$ cat src/rtl/sync_fifo_param.sv
// ---------------------------------------------------------------------------
// sync_fifo_param
//
// Parametrised single-clock FIFO sitting between a producer and a consumer in
// the same clock domain. It extends the older fixed 8x16 FIFO with:
//   - configurable word width and depth (power of two)
//   - a registered occupancy count
//   - almost-full / almost-empty flags with static thresholds
//   - one-cycle overflow / underflow error pulses
//   - a selectable read mode: registered read or first-word-fall-through
//
// Parameters:
//   DATA_W     data word width in bits (>= 1)
//   DEPTH      number of entries, power of two, >= 2
//   AF_THRESH  almost_full asserts when count >= AF_THRESH (<= DEPTH)
//   AE_THRESH  almost_empty asserts when count <= AE_THRESH (< DEPTH)
//   FWFT       0 = registered read (data valid the cycle after rd_en)
//              1 = first-word-fall-through (rd_en acknowledges the shown word)
//
// Ports:
//   clk           system clock, rising edge
//   rst           asynchronous active-high reset
//   wr_en         write request
//   rd_en         read request (acknowledge in FWFT mode)
//   data_in       write data, captured when the write is accepted
//   full          count == DEPTH
//   empty         count == 0
//   almost_full   count >= AF_THRESH
//   almost_empty  count <= AE_THRESH
//   count         current occupancy, 0..DEPTH
//   overflow      one-cycle pulse after a rejected write
//   underflow     one-cycle pulse after a rejected read
//   data_out      read data
// ---------------------------------------------------------------------------
module sync_fifo_param #(
  parameter int DATA_W    = 8,
  parameter int DEPTH     = 16,
  parameter int AF_THRESH = DEPTH - 2,
  parameter int AE_THRESH = 2,
  parameter bit FWFT      = 1'b0
) (
  input  logic                       clk,
  input  logic                       rst,
  input  logic                       wr_en,
  input  logic                       rd_en,
  input  logic [DATA_W-1:0]          data_in,
  output logic                       full,
  output logic                       empty,
  output logic                       almost_full,
  output logic                       almost_empty,
  output logic [$clog2(DEPTH):0]     count,
  output logic                       overflow,
  output logic                       underflow,
  output logic [DATA_W-1:0]          data_out
);

  localparam int AW = $clog2(DEPTH);
  localparam int CW = AW + 1;

  localparam logic [CW-1:0] DEPTH_LVL = CW'(DEPTH);
  localparam logic [CW-1:0] AF_LVL    = CW'(AF_THRESH);
  localparam logic [CW-1:0] AE_LVL    = CW'(AE_THRESH);

  // Threshold flags out of reset follow the same rule as in operation,
  // evaluated at count = 0.
  localparam logic AF_AT_ZERO = (AF_THRESH <= 0);
  localparam logic AE_AT_ZERO = (AE_THRESH >= 0);

  // Reject illegal configurations while elaborating.
  generate
    if (DATA_W < 1) begin : g_bad_data_w
      $error("sync_fifo_param: DATA_W must be at least 1");
    end
    if (DEPTH < 2 || (DEPTH & (DEPTH - 1)) != 0) begin : g_bad_depth
      $error("sync_fifo_param: DEPTH must be a power of two and at least 2");
    end
    if (AF_THRESH > DEPTH || AF_THRESH < 0) begin : g_bad_af
      $error("sync_fifo_param: AF_THRESH must lie in 0..DEPTH");
    end
    if (AE_THRESH >= DEPTH || AE_THRESH < 0) begin : g_bad_ae
      $error("sync_fifo_param: AE_THRESH must lie in 0..DEPTH-1");
    end
  endgenerate

  logic [DATA_W-1:0] mem [DEPTH];
  logic [AW-1:0]     wr_ptr;
  logic [AW-1:0]     rd_ptr;
  logic              wr_ok;
  logic              rd_ok;
  logic [CW-1:0]     count_next;

  // A write into a full FIFO is still accepted when a read frees the slot in
  // the same cycle; a read of an empty FIFO is never accepted, even if a
  // write arrives alongside it.
  always_comb begin
    wr_ok      = wr_en & (~full | rd_en);
    rd_ok      = rd_en & ~empty;
    count_next = count + CW'(wr_ok) - CW'(rd_ok);
  end

  // Pointers, occupancy and all status flags are registered from the
  // post-edge occupancy, so the flags never depend combinationally on the
  // request inputs. Pointers wrap naturally at DEPTH.
  always_ff @(posedge clk or posedge rst) begin
    if (rst) begin
      wr_ptr       <= '0;
      rd_ptr       <= '0;
      count        <= '0;
      full         <= 1'b0;
      empty        <= 1'b1;
      almost_full  <= AF_AT_ZERO;
      almost_empty <= AE_AT_ZERO;
      overflow     <= 1'b0;
      underflow    <= 1'b0;
    end else begin
      if (wr_ok) begin
        wr_ptr <= wr_ptr + AW'(1);
      end
      if (rd_ok) begin
        rd_ptr <= rd_ptr + AW'(1);
      end
      count        <= count_next;
      full         <= (count_next == DEPTH_LVL);
      empty        <= (count_next == '0);
      almost_full  <= (count_next >= AF_LVL);
      almost_empty <= (count_next <= AE_LVL);
      overflow     <= wr_en & ~wr_ok;
      underflow    <= rd_en & ~rd_ok;
    end
  end

  // Storage array is deliberately left out of reset; stale contents are
  // unreachable because reset clears both pointers and the count.
  always_ff @(posedge clk) begin
    if (wr_ok) begin
      mem[wr_ptr] <= data_in;
    end
  end

  generate
    if (FWFT == 1'b0) begin : g_registered_read
      // The read data register loads on an accepted read only, so a rejected
      // read leaves the previous word on the output.
      always_ff @(posedge clk or posedge rst) begin
        if (rst) begin
          data_out <= '0;
        end else if (rd_ok) begin
          data_out <= mem[rd_ptr];
        end
      end
    end else begin : g_fwft_read
      // The head word is shown directly; forcing zero while empty keeps stale
      // memory from leaking onto the output.
      always_comb begin
        data_out = empty ? '0 : mem[rd_ptr];
      end
    end
  endgenerate

endmodule

$ cat config.mk
export PLATFORM = sky130hd
export DESIGN_NAME = sync_fifo_param
export DESIGN_NICKNAME = d
export VERILOG_FILES = /design/src/rtl/sync_fifo_param.sv
export SDC_FILE = /design/constraint.sdc
export NUM_CORES = 1
export LEC_CHECK = 0
export CAP_MARGIN = 20
export CORE_MARGIN = 1.5
export CORE_UTILIZATION = 50
export DETAILED_ROUTE_END_ITERATION = 10
export GPL_ROUTABILITY_DRIVEN = 0
export GPL_TIMING_DRIVEN = 1
export PLACE_DENSITY_LB_ADDON = 0.2
export SLEW_MARGIN = 20
export SYNTH_ARGS = -nofsm -noshare
export SYNTH_HDL_FRONTEND = slang
export SYNTH_SLANG_ARGS = --single-unit
$ cat constraint.sdc
create_clock -name clk -period 4.55 [get_ports clk]
set_clock_uncertainty 0.05 [all_clocks]
set_input_delay 0.91 -clock clk [delete_from_list [all_inputs] [get_ports clk]]
set_output_delay 0.91 -clock clk [all_outputs]
set_load 0.02 [all_outputs]
==> results.sh <==
export IMPL_leakage_nw=2.613
export IMPL_initial_core_util=0.5146
export IMPL_holdPathStages=2
export IMPL_synthCells=364
export IMPL_multi_input_area_sq_um=1564
export IMPL_cts_buffer_depth=2
export IMPL_critPathBufInv=3
export IMPL_worst_pin_slew_ps=1075
export IMPL_via_count=3174
export IMPL_antennaDiodeCount=0
export IMPL_cts_buffers=17
export IMPL_cts_hold_buf=0
export IMPL_io_buffers=30
export IMPL_grt_pass1_vias=3382
export IMPL_cp_slowest_cell="clkdlybuf4s50_1"
export IMPL_io_pins=31
export IMPL_worstPathCellList="clkdlybuf4s50_1 > nand2b_1 > and2_1 > inv_2 > ha_1 > inv_1 > ha_1 > fa_1 > a21o_1 > a21oi_1 > xnor2_1 > a2111oi_1"
export IMPL_setup_tns_ps=0
export IMPL_cts_resized=0
export IMPL_ir_worst_vdd_mv=0.2585
export IMPL_drv_slew=0
export IMPL_cts_setup_buffers=0
export IMPL_grt_remaining_overflow=0
export IMPL_final_hold_violation_count=0
export IMPL_synth_edf_count=128
export IMPL_syn_num_nets=387
export IMPL_hold_path_class="flip-flop to flip-flop"
export IMPL_grt_pass1_wl_um=19150
export IMPL_cts_tree="done"
export IMPL_syn_area_per_cell_sq_um=17.05
export IMPL_grt_max_degree=26
export IMPL_worst_path_stages=12
export IMPL_vias_per_cell=5.416
export IMPL_syn_cell_area_sq_um=6207
export IMPL_maxCapViolations=0
export IMPL_min_period_over_period=0.8188
export IMPL_grt_antenna_before_repair=0
export IMPL_wirelength_um=12540
export IMPL_seq_area_sq_um=4523
export IMPL_max_clock_freq_ghz=0.2684
export IMPL_die_area_sq_um=13090
export IMPL_synth_distinct_cells=38
export IMPL_drt_initial_drc_count=233
export IMPL_synth_warnings=0
export IMPL_nets=428
export IMPL_clkTransAtPathRegs_ps=60
export IMPL_status="finished, final reports clean"
export IMPL_critPathCaptureType="flip-flop"
export IMPL_hpwl_um=7798
export IMPL_cp_top_family="adder cells"
export IMPL_num_rows=40
export IMPL_ys_ff_latch=155
export IMPL_cp_slowest_stage_delay_ps=510
export IMPL_cp_data_arrival_time_ps=3950
export IMPL_placed_cell_area_sq_um=6734
export IMPL_hold_slack_ps=435.9
export IMPL_worst_r2r_cell_count=11
export IMPL_fin_ws_ps=824.3
export IMPL_critPathLaunchType="primary input"
export IMPL_final_area_sq_um=7330
export IMPL_ant_nets=0
export IMPL_grt_usage=0.2100
export IMPL_power_density_nw_per_um2=671.6
export IMPL_htreeDepth=4
export IMPL_clock_tree_root_cell="clkbuf_16"
export IMPL_max_slew_margin=0.2817
export IMPL_drt_first_pass_iters=4
export IMPL_dieWidth_um=114.4
export IMPL_worstPathRequired_ps=4780
export IMPL_drc=0
export IMPL_synth_async_reset_ratio=0.1742
export IMPL_preCtsSetupSlack_ps=529.2
export IMPL_clock_sinks=155
export IMPL_core_area_sq_um=12060
export IMPL_ys_seq_area_frac=0.7285
export IMPL_worstSetupPathType="primary input to flip-flop"
export IMPL_die_h_um=114.4
export IMPL_yosys_most_used_dff="edfxtp_1"
export IMPL_wl_per_cell_um=21.40
export IMPL_area_growth_pct=18.08
export IMPL_setup_viol_count_final=0
export IMPL_path_max_fanout=7
export IMPL_fillers=944
export IMPL_cpMostUsedCell="ha_1"
export IMPL_min_period_ps=3726
export IMPL_drive_above_1_share=0.1316
export IMPL_rsz0062_at_grt="false"
export IMPL_clkLatencyLatePin_ps=420
## worst paths after layout
kind                                          from                 endpoint  slack, ps
setup reg to reg                    full$_DFF_PP0_   almost_empty$_DFF_PP1_       1500
setup / recovery                             rd_en   almost_empty$_DFF_PP1_        820
min in group asynchronous                      rst      underflow$_DFF_PP0_        810
hold reg to reg            data_out[7]$_DFFE_PP0P_  data_out[7]$_DFFE_PP0P_        440
hold / removal             data_out[7]$_DFFE_PP0P_  data_out[7]$_DFFE_PP0P_        440
max in group asynchronous                      rst    rd_ptr[1]$_DFFE_PP0P_       3140
## through the flow
stage                     total power, mW  std cells  utilization
after floorplan                     3.034        364            -
after global placement              3.509        553       0.5560
after detailed placement            3.550        554       0.5583
after CTS                           4.959        586       0.6077
after global routing                5.174        586       0.6077
final                               4.923        586       0.6077
## placed cells by master (no fill, tap or decap), drive strengths merged, types with 9 or more instances in the layout
cell type,count
nand2,13
mux4,10
dfrtp,25
and2,12
xnor2,9
inv,15
a22oi,17
mux2i,49
clkdlybuf4s50,30
nand3,11
edfxtp,128
ha,10
clkbuf,25
## report_power, final
group / internal, mW / switching [mW]
sequential: 1.79 / 0.209
combinational: 0.676 / 0.852
clock: 0.877 / 0.517
total: 3.34 / 1.58
## registers in the layout, summed over array words and instances (netlist names)
register / count
mem: 128
almost_full: 1
full: 1
empty: 1
overflow: 1
count: 5
rd_ptr: 4
wr_ptr: 4
underflow: 1
almost_empty: 1
data_out: 8
## layer usage
| metal | global-route usage | wire length (um) | part of all wire |
|---|---|---|---|
| met5 | 0 | 0 | 0 |
| met4 | 0.08917 | 114 | 0.0091 |
| met3 | 0.04711 | 676 | 0.054 |
| met2 | 0.3349 | 6469 | 0.52 |
| met1 | 0.2809 | 5283 | 0.42 |
## layout make-up
class | count | area share
clock inverters | 7 | 0.01229
clock buffers | 25 | 0.06897
well taps | 168 | 0.02868
repair buffers | 38 | 0.05189
multi-input cells | 178 | 0.2134
flip-flops and latches | 155 | 0.6171
inverters | 15 | 0.007682
## cells in the mapped netlist (all sizes together), types with 2 or more instances
master	number	area [sq um]
a21oi	6	30.03
a22oi	17	127.6
o21ai	5	25.02
nand2b	3	18.77
ha	10	125.1
nand3	11	55.05
dfrtp	25	625.6
clkbuf	5	18.77
nor4	4	25.02
mux4	10	229.0
edfxtp	128	3844
xnor2	9	78.83
a32oi	4	35.03
nor2	8	30.03
a21o	2	15.01
inv	15	56.30
mux2i	49	490.5
and2	12	75.07
nor3b	3	22.52
nand2	13	48.80
buf	11	71.32
dfstp	2	52.55
## tightest hold or removal path, cell delays in order, from the launching register on
cell and delay (ps):
dfrtp_1 340, nand2_1 60, nand3_1 60
## cells by family (layout without fill, tap and decap cells)
| group | count (synthesis) | count (layout) | synth area share |
|---|---|---|---|
| and+or+nand+nor | 60 | 60 | 0.05100 |
| xor gates and xnor gates | 10 | 10 | 0.01411 |
| AOI/OAI and AO/OA | 38 | 38 | 0.04354 |
| muxes | 59 | 59 | 0.1159 |
| DFF | 155 | 155 | 0.7285 |
| adders and majority gates | 11 | 11 | 0.02338 |
| buffers and inverters | 31 | 85 | 0.02358 |
Note: power is estimated with default switching activity, not from simulation.
